**src/rtl/stage_sample_output.sv**
```systemverilog
`default_nettype none
// +--------------------------------------------------------------------------+
// | Module      : stage_sample_output                                        |
// | Description : Mono sample FIFO feeding an I2S serializer. Each sample is |
// |               sent on both channels, MSB first, with the one-slot I2S     |
// |               delay. The bit clock is divided down from i_Clock.          |
// |               Optional sticky overflow/underflow flags are compiled only  |
// |               when OCTANE_OUTPUT_STATUS_EN is defined.                    |
// | Revision    : 1.0 - initial release                                      |
// +--------------------------------------------------------------------------+
module stage_sample_output #(
    parameter int CLOCK_DIVIDER = 4,
    parameter int FIFO_DEPTH    = 4
) (
    input  logic        i_Clock,
    input  logic        i_Reset_n,
    input  logic        i_SampleReady,
    input  logic [15:0] i_Sample,
    input  logic        i_ClearStatus,
    output logic        o_BitClock,
    output logic        o_LeftRightClock,
    output logic        o_SerialData,
    output logic [4:0]  o_FifoLevel,
    output logic        o_Overflow,
    output logic        o_Underflow
);

    localparam int         c_PTR_W    = (FIFO_DEPTH > 1) ? $clog2(FIFO_DEPTH) : 1;
    localparam logic [7:0] c_DIV_LAST = 8'(CLOCK_DIVIDER - 1);
    localparam logic [4:0] c_DEPTH    = 5'(FIFO_DEPTH);

    logic [7:0]         r_div;
    logic               r_bclk;
    logic [4:0]         r_slot;
    logic [15:0]        r_word;
    logic               r_lrclk;
    logic               r_sdata;
    logic [15:0]        r_mem [FIFO_DEPTH];
    logic [c_PTR_W-1:0] r_wr_ptr;
    logic [c_PTR_W-1:0] r_rd_ptr;
    logic [4:0]         r_count;

    logic        w_div_wrap;
    logic        w_fall;
    logic        w_frame_start;
    logic        w_pop;
    logic        w_full;
    logic        w_push;
    logic        w_overflow_evt;
    logic        w_underflow_evt;
    logic [4:0]  w_slot_next;
    logic [3:0]  w_bit_idx;
    logic [15:0] w_word_next;

    // Falling bit-clock edges drive the slot counter; slot 31->0 starts a frame.
    assign w_div_wrap      = (r_div == c_DIV_LAST);
    assign w_fall          = w_div_wrap & r_bclk;
    assign w_frame_start   = w_fall & (r_slot == 5'd31);

    // Pop is evaluated before push, so a full FIFO can accept on a pop cycle.
    // There is no bypass: a push into an empty FIFO never reaches the word
    // that is being loaded in the same cycle.
    assign w_pop           = w_frame_start & (r_count != 5'd0);
    assign w_underflow_evt = w_frame_start & (r_count == 5'd0);
    assign w_full          = (r_count == c_DEPTH);
    assign w_push          = i_SampleReady & (~w_full | w_pop);
    assign w_overflow_evt  = i_SampleReady & w_full & ~w_pop;

    // Both channel halves use bit (15 - s[3:0]), which gives the one-slot delay.
    assign w_slot_next     = r_slot + 5'd1;
    assign w_bit_idx       = 4'd15 - w_slot_next[3:0];
    assign w_word_next     = w_frame_start ? (w_pop ? r_mem[r_rd_ptr] : 16'h0000) : r_word;

    // Bit-clock divider: toggle o_BitClock each time the counter wraps.
    always_ff @(posedge i_Clock) begin
        if (!i_Reset_n) begin
            r_div  <= 8'd0;
            r_bclk <= 1'b0;
        end else if (w_div_wrap) begin
            r_div  <= 8'd0;
            r_bclk <= ~r_bclk;
        end else begin
            r_div  <= r_div + 8'd1;
        end
    end

    // Slot counter and serial outputs; they only change on a bit-clock fall.
    always_ff @(posedge i_Clock) begin
        if (!i_Reset_n) begin
            r_slot  <= 5'd31;
            r_word  <= 16'h0000;
            r_lrclk <= 1'b0;
            r_sdata <= 1'b0;
        end else if (w_fall) begin
            r_slot  <= w_slot_next;
            r_word  <= w_word_next;
            r_lrclk <= (w_slot_next >= 5'd15) && (w_slot_next <= 5'd30);
            r_sdata <= w_word_next[w_bit_idx];
        end
    end

    // FIFO pointers and occupancy; the count doubles as the level output.
    always_ff @(posedge i_Clock) begin
        if (!i_Reset_n) begin
            r_wr_ptr <= '0;
            r_rd_ptr <= '0;
            r_count  <= 5'd0;
        end else begin
            if (w_push) begin
                r_wr_ptr <= r_wr_ptr + c_PTR_W'(1);
            end
            if (w_pop) begin
                r_rd_ptr <= r_rd_ptr + c_PTR_W'(1);
            end
            unique case ({w_push, w_pop})
                2'b10:   r_count <= r_count + 5'd1;
                2'b01:   r_count <= r_count - 5'd1;
                default: r_count <= r_count;
            endcase
        end
    end

    // FIFO storage; contents are don't-care until written, so no reset.
    always_ff @(posedge i_Clock) begin
        if (i_Reset_n && w_push) begin
            r_mem[r_wr_ptr] <= i_Sample;
        end
    end

    assign o_BitClock       = r_bclk;
    assign o_LeftRightClock = r_lrclk;
    assign o_SerialData     = r_sdata;
    assign o_FifoLevel      = r_count;

`ifdef OCTANE_OUTPUT_STATUS_EN
    logic r_accepted;
    logic r_overflow;
    logic r_underflow;

    // Sticky flags: a new event wins over a simultaneous clear. Underflow is
    // only reported once the stream has actually started.
    always_ff @(posedge i_Clock) begin
        if (!i_Reset_n) begin
            r_accepted  <= 1'b0;
            r_overflow  <= 1'b0;
            r_underflow <= 1'b0;
        end else begin
            if (w_push) begin
                r_accepted <= 1'b1;
            end
            r_overflow  <= w_overflow_evt | (r_overflow & ~i_ClearStatus);
            r_underflow <= (w_underflow_evt & r_accepted) | (r_underflow & ~i_ClearStatus);
        end
    end

    assign o_Overflow  = r_overflow;
    assign o_Underflow = r_underflow;
`else
    logic w_unused_status;
    assign w_unused_status = i_ClearStatus | w_overflow_evt | w_underflow_evt;
    assign o_Overflow      = 1'b0;
    assign o_Underflow     = 1'b0;
`endif

endmodule
`default_nettype wire

```
**config.mk**
```make
export PLATFORM = sky130hd
export DESIGN_NAME = stage_sample_output
export DESIGN_NICKNAME = d
export VERILOG_FILES = /design/src/rtl/stage_sample_output.sv
export SDC_FILE = /design/constraint.sdc
export NUM_CORES = 1
export LEC_CHECK = 0
export CORE_ASPECT_RATIO = 0.75
export CORE_MARGIN = 3
export CORE_UTILIZATION = 45
export DETAILED_ROUTE_END_ITERATION = 6
export GPL_TIMING_DRIVEN = 0
export PLACE_DENSITY = 0.67
export SKIP_LAST_GASP = 1
export SYNTH_ARGS = -nofsm -noshare
export SYNTH_HDL_FRONTEND = slang
export SYNTH_SLANG_ARGS = --single-unit
```
**constraint.sdc**
```tcl
create_clock -name i_Clock -period 9.4 [get_ports i_Clock]
set_clock_uncertainty 0.15 [all_clocks]
set_input_delay 0.94 -clock i_Clock [delete_from_list [all_inputs] [get_ports i_Clock]]
set_output_delay 0.94 -clock i_Clock [all_outputs]
set_load 0.05 [all_outputs]
```
==> results of run 1 <==
[power by group through the flow]
| stage | clock, uW | combinational [uW] | sequential (uW) |
|---|---|---|---|
| floorplan | 0 | 40.3 | 534 |
| finish | 394 | 75.1 | 518 |
| CTS | 402 | 75.8 | 519 |
| global placement | 0 | 74.2 | 529 |
| global route | 418 | 82.4 | 520 |
| detailed placement | 0 | 75.4 | 529 |
[layout by cell type (no fill, tap or decap), types with 3 or more instances in the layout]
master and count:
buf_2 4, a21o_1 4, xnor2_1 11, o211ai_1 3, inv_1 15, mux2i_1 6, and2_1 15, clkbuf_1 15
nor2b_1 9, ha_1 11, a221oi_1 3, nand2_1 18, clkdlybuf4s50_1 26, and3_1 8, clkbuf_16 9, dfxtp_1 43
xor2_1 9, nand3_1 8, or4b_1 4, a22oi_1 3, a21boi_0 5, o31ai_1 16, mux4_2 17, edfxtp_1 64
nor2_1 16
[state kept, by name, indices dropped and copies added, names as in the netlist, named ones only]
name / count
r_slot: 5
o_FifoLevel: 5
r_wr_ptr: 2
r_word: 16
o_SerialData: 1
r_mem: 64
o_BitClock: 1
o_LeftRightClock: 1
r_rd_ptr: 2
r_div: 8
[worst max-delay path: cells and delay by family (launching register included)]
kind / cells / cell delay, ns
XOR/XNOR: 1 / 0.17
adder cells (fa/ha/maj): 2 / 0.61
AND/OR/NAND/NOR: 5 / 1.88
AO/OA/AOI/OAI: 3 / 0.45
buffers and inverters: 3 / 0.61
flip-flops: 1 / 0.37
[metal layers]
layer,up-vias,global-route usage,part of all wire
met5,-,0,0
met3,9,0.0435,0.032
met4,0,0.0615,0.014
li1,1316,-,-
met1,1345,0.236,0.49
met2,38,0.251,0.46
[path summary, 6_finish.rpt]
| kind | endpoint | startpoint | depth (start not counted) | slack (ns) |
|---|---|---|---|---|
| max | o_FifoLevel[4] | r_div[0] | 14 | 5.07 |
| min | r_div[0] | r_div[0] | 1 | 0.33 |
| max reg2reg | o_FifoLevel[4] | r_div[0] | 14 | 5.07 |
| min reg2reg | r_div[0] | r_div[0] | 1 | 0.33 |
[kinds of logic (layout without fill, tap and decap cells)]
group | after synthesis | count (layout)
flip-flops | 107 | 107
AND/OR/NAND/NOR | 87 | 87
AO/OA/AOI/OAI | 48 | 48
buffers and inverters | 37 | 79
multiplexers | 24 | 24
XOR/XNOR | 20 | 20
adder cells (fa/ha/maj) | 12 | 12
other | 1 | 2
[metrics by stage]
stage,instance area [um2],total power [uW],setup slack [ns],hold slack [ns],utilization
floorplan,4590,575,5.55,0.276,-
global placement,5010,603,5.11,0.291,0.513
detailed placement,5010,605,5.11,0.319,0.513
CTS,5330,996,5.09,0.331,0.545
global route,5330,1020,4.77,0.339,0.545
finish,5330,987,5.07,0.327,0.545
[area by class of cell]
class                   instances  area, um2
fillers                       853       4450
flip-flops and latches        107       2780
plain buffers                  21       98.8
inverters                      16       60.1
clock buffers                  10        229
repair buffers                 26        260
multi-input cells             193       1650
clock inverters                 6       85.1
well taps                     132        165
==> run_results.csv, run 1 <==
group,metric,value,unit
detailed_routing,vias,2708,
global_route,grt_overflow,0,
global_route,antenna_found_initial,0,
synth,yosys-top-cells-count,"edfxtp_1, dfxtp_1, nand2_1, mux4_2",
clock_tree,cts_buffer_depth,2,
timing,fmax,231,MHz
final_layout,instances_no_fill,511,
synth,synth_top_family_by_area,"simple AND/OR/NAND/NOR gates",
critical_path,crit_fanout,10,
critical_path,slowest_stage,"nor3_1",
detailed_routing,drtPass1Iterations,4,
power,p_seq_frac,0.525,
synth,synth.top_cell.area_share,0.419,
power,ir_worst_vdd,115,uV
synth,synthTopCellsByArea,"edfxtp_1, dfxtp_1, mux4_2",
synth,syn-instance-count,336,
power,power_frac_clock,0.399,
detailed_routing,wirelength,8690,um
synth,synth.distinct_cells,48,
placed_design,placedCellCount,495,
final_layout,area_delta_synth_final,16.2,%
synth,synth_edf_count,64,
floorplanning,ios,30,
floorplanning,rows,31,
clock_tree,clock-sinks,107,
power,power.internal,754,uW
synth,yosys.area_share.adder,0.0344,
synth,netlist_area,4590,um2
clock_tree,numCtsBuffers,9,
critical_path,crit_path_start_kind,"flip-flop",
detailed_routing,routedWlPerCell,17.0,um
global_route,grt_max_degree,20,
worst_hold_path,hold_class,"reg -> reg",
synth,ys_seq_area_frac,0.607,
placed_design,io_buffers,26,
final_layout,antennaDiodeCount,0,
final_layout,layout.nets,406,
synth,avgSynthCellArea,13.6,um2
synth,synth_mux_area_frac,0.0990,
critical_path,critical_path.max_stage_delay,0.53,ns
detailed_routing,drcViolationCount,0,
detailed_routing,ant_nets,0,
synth,ys_async_sr_fraction,0,
critical_path,critPathKind,"reg -> reg",
synth,synthSimpleGateAreaFrac,0.103,
detailed_routing,viasPerCell,5.30,
floorplanning,die_w,123,um
timing,slew_viol_final,0,
clock_tree,clk_pin_slew_worst_paths,0.07,ns
outcome,status,"complete, no violations",
synth,yosys_warnings,0,
clock_tree,cts_hold_repair.buffers,0,
synth,yosysMostFrequentCell,"edfxtp_1",
clock_tree,cts_root_buffer,"clkbuf_16",
floorplanning,die_h,93.4,um
clock_tree,htreeDepth,3,
global_route,grt_util_all_layers,0.168,
final_layout,layout-drive-gt1-share,0.111,
placed_design,routabilityCongestion,0.834,
floorplanning,core_area,9770,um2
floorplanning,initial_core_util,0.469,
floorplanning,dieArea,11500,um2
placed_design,post-dp-hpwl,5830,um
global_route,grt_pass1_wl,14300,um
timing,tns,0,ns
power,switching_share,0.237,
critical_path,cp.arrival,4.43,ns
clock_tree,worstSkewPairLatency,0.35,ns
power,combPwrFrac,0.076,
job,cap_violations,0,
synth,synthXorXnorAreaFrac,0.0382,
critical_path,path_cells,"ha_1 > or4b_1 > clkbuf_1 > or3_1 > buf_2 > clkbuf_1 > nor3_1 > ha_1 > a21o_1 > a21oi_1 > or4b_1 > o41ai_1 > xnor2_1 > nor2b_1",
synth,ys_dominant_reg_cell,"edfxtp_1",
power,leakagePower,0.00188,uW
timing,setup_viol,0,
timing,final-hold-violation-count,0,
detailed_routing,drtIter0Drc,147,
critical_path,cp.required,9.50,ns
timing,grt_setup_unrepaired,"no",
timing,slew_headroom,0.410,
synth,ys_ff_latch,107,
timing,fin_crit,4.33,ns
clock_tree,post_cts_buffers,0,
critical_path,cp-end-kind,"flip-flop",
power,pwr_density_cell,185,nW/um2
synth,synth_top_cell_by_area,"edfxtp_1",
timing,fin_crit_sh,0.461,
timing,worst_slew_pin_slew,0.885,ns
global_route,first_global_vias,2678,
clock_tree,cts_tree,"yes",
clock_tree,cts_resized,0,
synth,synth_compound_area_frac,0.0835,
power,p_sw,234,uW
Power figures use the tool's default switching activity.
==> run 2: changes to the inputs <==
- clock period: 9.4 -> 4 ns (I/O delays scaled with it)
==> run 2 against run 1 <==
  * Via count up 1.1%
  * Critical path type unchanged
  * Cell count unchanged
  * Sequential cell count unchanged
  * Global-route usage about the same
  * Non-clock buffer count unchanged
  * Largest power group unchanged
==> run_results.csv, run 2 (synthesized netlist as in run 1, its figures left out) <==
group,metric,value,unit
final_layout,area_delta_synth_final,16.7,%
power,power.internal,1770,uW
timing,fmax,266,MHz
clock_tree,htreeDepth,3,
power,leakagePower,0.00189,uW
global_route,first_global_vias,2682,
power,pwr_density_cell,433,nW/um2
clock_tree,cts_root_buffer,"clkbuf_16",
final_layout,fill_cells,852,
placed_design,routabilityCongestion,0.834,
worst_hold_path,min_to,"r_div[0]",
clock_tree,cts_buffer_depth,2,
critical_path,cp.required,4.10,ns
timing,holdWs,0.329,ns
final_layout,seqCellArea,2780,um2
power,combPwrFrac,0.078,
worst_hold_path,hold_class,"reg -> reg",
timing,setup_viol,0,
final_layout,layout_commonest_cell,"edfxtp_1",
power,power_frac_clock,0.397,
placed_design,io_buffers,26,
outcome,status,"complete, no violations",
timing,final-hold-violation-count,0,
global_route,antenna_found_initial,0,
power,ir_worst_vdd,272,uV
global_route,grt_overflow,0,
timing,slew_viol_final,0,
clock_tree,worstSkewPairLatency,0.35,ns
placed_design,post-dp-hpwl,5830,um
final_layout,layout.nets,406,
job,cap_violations,0,
critical_path,crit_fanout,10,
power,switching_share,0.236,
placed_design,postPlaceCellArea,5010,um2
final_layout,instances_no_fill,511,
final_layout,top_regs,"r_mem: 64 flops, r_word: 16 flops, r_div: 8 flops",
detailed_routing,ant_nets,0,
final_layout,stdcell_area,5350,um2
timing,fin_crit_sh,0.940,
power,p_seq_frac,0.525,
power,total_power,2320,uW
detailed_routing,drcViolationCount,0,
final_layout,multi_input_area,1670,um2
critical_path,cp-end-kind,"flip-flop",
detailed_routing,drtIter0Drc,170,
worst_hold_path,hp-start,"r_div[0]",
critical_path,rrSetupSlack,0.24,ns
timing,tns,0,ns
critical_path,rr_endpoint,"o_FifoLevel[4]",
timing,grt_setup_unrepaired,"no",
clock_tree,cts_hold_repair.buffers,0,
detailed_routing,viasPerCell,5.36,
detailed_routing,wirelength,8770,um
detailed_routing,routedWlPerCell,17.2,um
global_route,grt_pass1_wl,14300,um
global_route,grt_util_all_layers,0.168,
floorplanning,core_area,9770,um2
critical_path,critPathKind,"reg -> reg",
detailed_routing,vias,2738,
final_layout,regMostFlops,"r_mem",
critical_path,cp-startpoint,"r_div[0]",
detailed_routing,drtPass1Iterations,4,
global_route,grt_max_degree,20,
critical_path,crit_path_start_kind,"flip-flop",
floorplanning,ios,30,
final_layout,antennaDiodeCount,0,
clock_tree,numCtsBuffers,9,
final_layout,mostFrequentLayoutCells,"edfxtp_1, dfxtp_1, clkdlybuf4s50_1, nand2_1, mux4_2",
critical_path,r2r-start,"r_div[0]",
timing,slew_headroom,0.403,
timing,worst_slew_pin_slew,0.896,ns
clock_tree,cts_tree,"yes",
timing,fin_crit,3.76,ns
floorplanning,rows,31,
floorplanning,initial_core_util,0.469,
worst_hold_path,whs_path_depth,1,
critical_path,cp.arrival,3.86,ns
final_layout,largest_reg_flops,64,
floorplanning,die_h,93.4,um
final_layout,layout-drive-gt1-share,0.127,
floorplanning,die_w,123,um
placed_design,placedCellCount,495,
floorplanning,dieArea,11500,um2
power,p_sw,547,uW
clock_tree,clock-sinks,107,
critical_path,reg2reg_depth,13,
clock_tree,clk_pin_slew_worst_paths,0.07,ns
## run 2: final cells by class
cell class,count,area share
flip-flops and latches,107,0.520
multi-input cells,193,0.311
repair buffers,27,0.0500
clock buffers,10,0.0428
well taps,132,0.0309
plain buffers,20,0.0182
clock inverters,6,0.0159
inverters,16,0.0112
## run 2: stage by stage
step | worst slack [ns] | util
global route | 0.00739 | 0.548
CTS | 0.00266 | 0.546
global placement | -0.286 | 0.513
finish | 0.240 | 0.548
floorplan | 0.153 | -
detailed placement | -0.290 | 0.513
## run 2: what timing repair did
| action | in CTS | in global routing |
|---|---|---|
| endpoints found under the setup margin | 1 | 1 |
| pin swaps | 0 | 1 |
| setup buffers | 0 | 1 |
| gates resized for setup | 3 | 5 |
## run 2: worst max-delay path, stage by stage, from the launching register on
cell and delay [ns]:
dfxtp_1 0.37, ha_2 0.24, or4b_4 0.52, or3_1 0.36
buf_2 0.19, buf_2 0.21, nor3_4 0.20, ha_1 0.28
a21o_1 0.16, a21oi_1 0.19, or4b_1 0.46, o41ai_1 0.10
xnor2_1 0.17, nor2b_1 0.06
## run 2: routing by layer
metal  global-route usage  wire length, um  vias to the layer above
met5                    0                0                        -
met1                0.236             4340                     1375
met2                0.252             4090                       41
met3               0.0435              246                        7
li1                     -                -                     1315
met4               0.0615               97                        0
## run 2: how the worst max path moves through the flow
stage	to	slack, ns	depth (start not counted)
after floorplan	o_FifoLevel[4]	0.15	12
after global placement	o_FifoLevel[4]	-0.29	14
after detailed placement	o_FifoLevel[4]	-0.29	14
after CTS	o_FifoLevel[4]	0.003	14
after global routing	o_FifoLevel[4]	0.007	13
final	o_FifoLevel[4]	0.24	13
## run 2: power by group through the flow
| stage | registers [uW] | clock network, uW | logic (uW) |
|---|---|---|---|
| 3_5_place_dp | 1240 | 0 | 177 |
| 6_report | 1220 | 921 | 180 |
| 5_1_grt | 1220 | 982 | 197 |
| 2_1_floorplan | 1260 | 0 | 94.6 |
| 4_1_cts | 1220 | 944 | 180 |
| 3_3_place_gp | 1240 | 0 | 174 |
==> run 3: changes to the inputs <==
--- a/constraint.sdc
+++ b/constraint.sdc
@@ -3,3 +3,3 @@
 set_input_delay 0.4 -clock i_Clock [delete_from_list [all_inputs] [get_ports i_Clock]]
 set_output_delay 0.4 -clock i_Clock [all_outputs]
-set_load 0.05 [all_outputs]
+set_load 0.01 [all_outputs]
==> results of run 3 <==
Same layout as run 2 (identical final DEF). Status: complete, no violations.
Among the figures that moved: total power 2320 uW -> 2300 uW
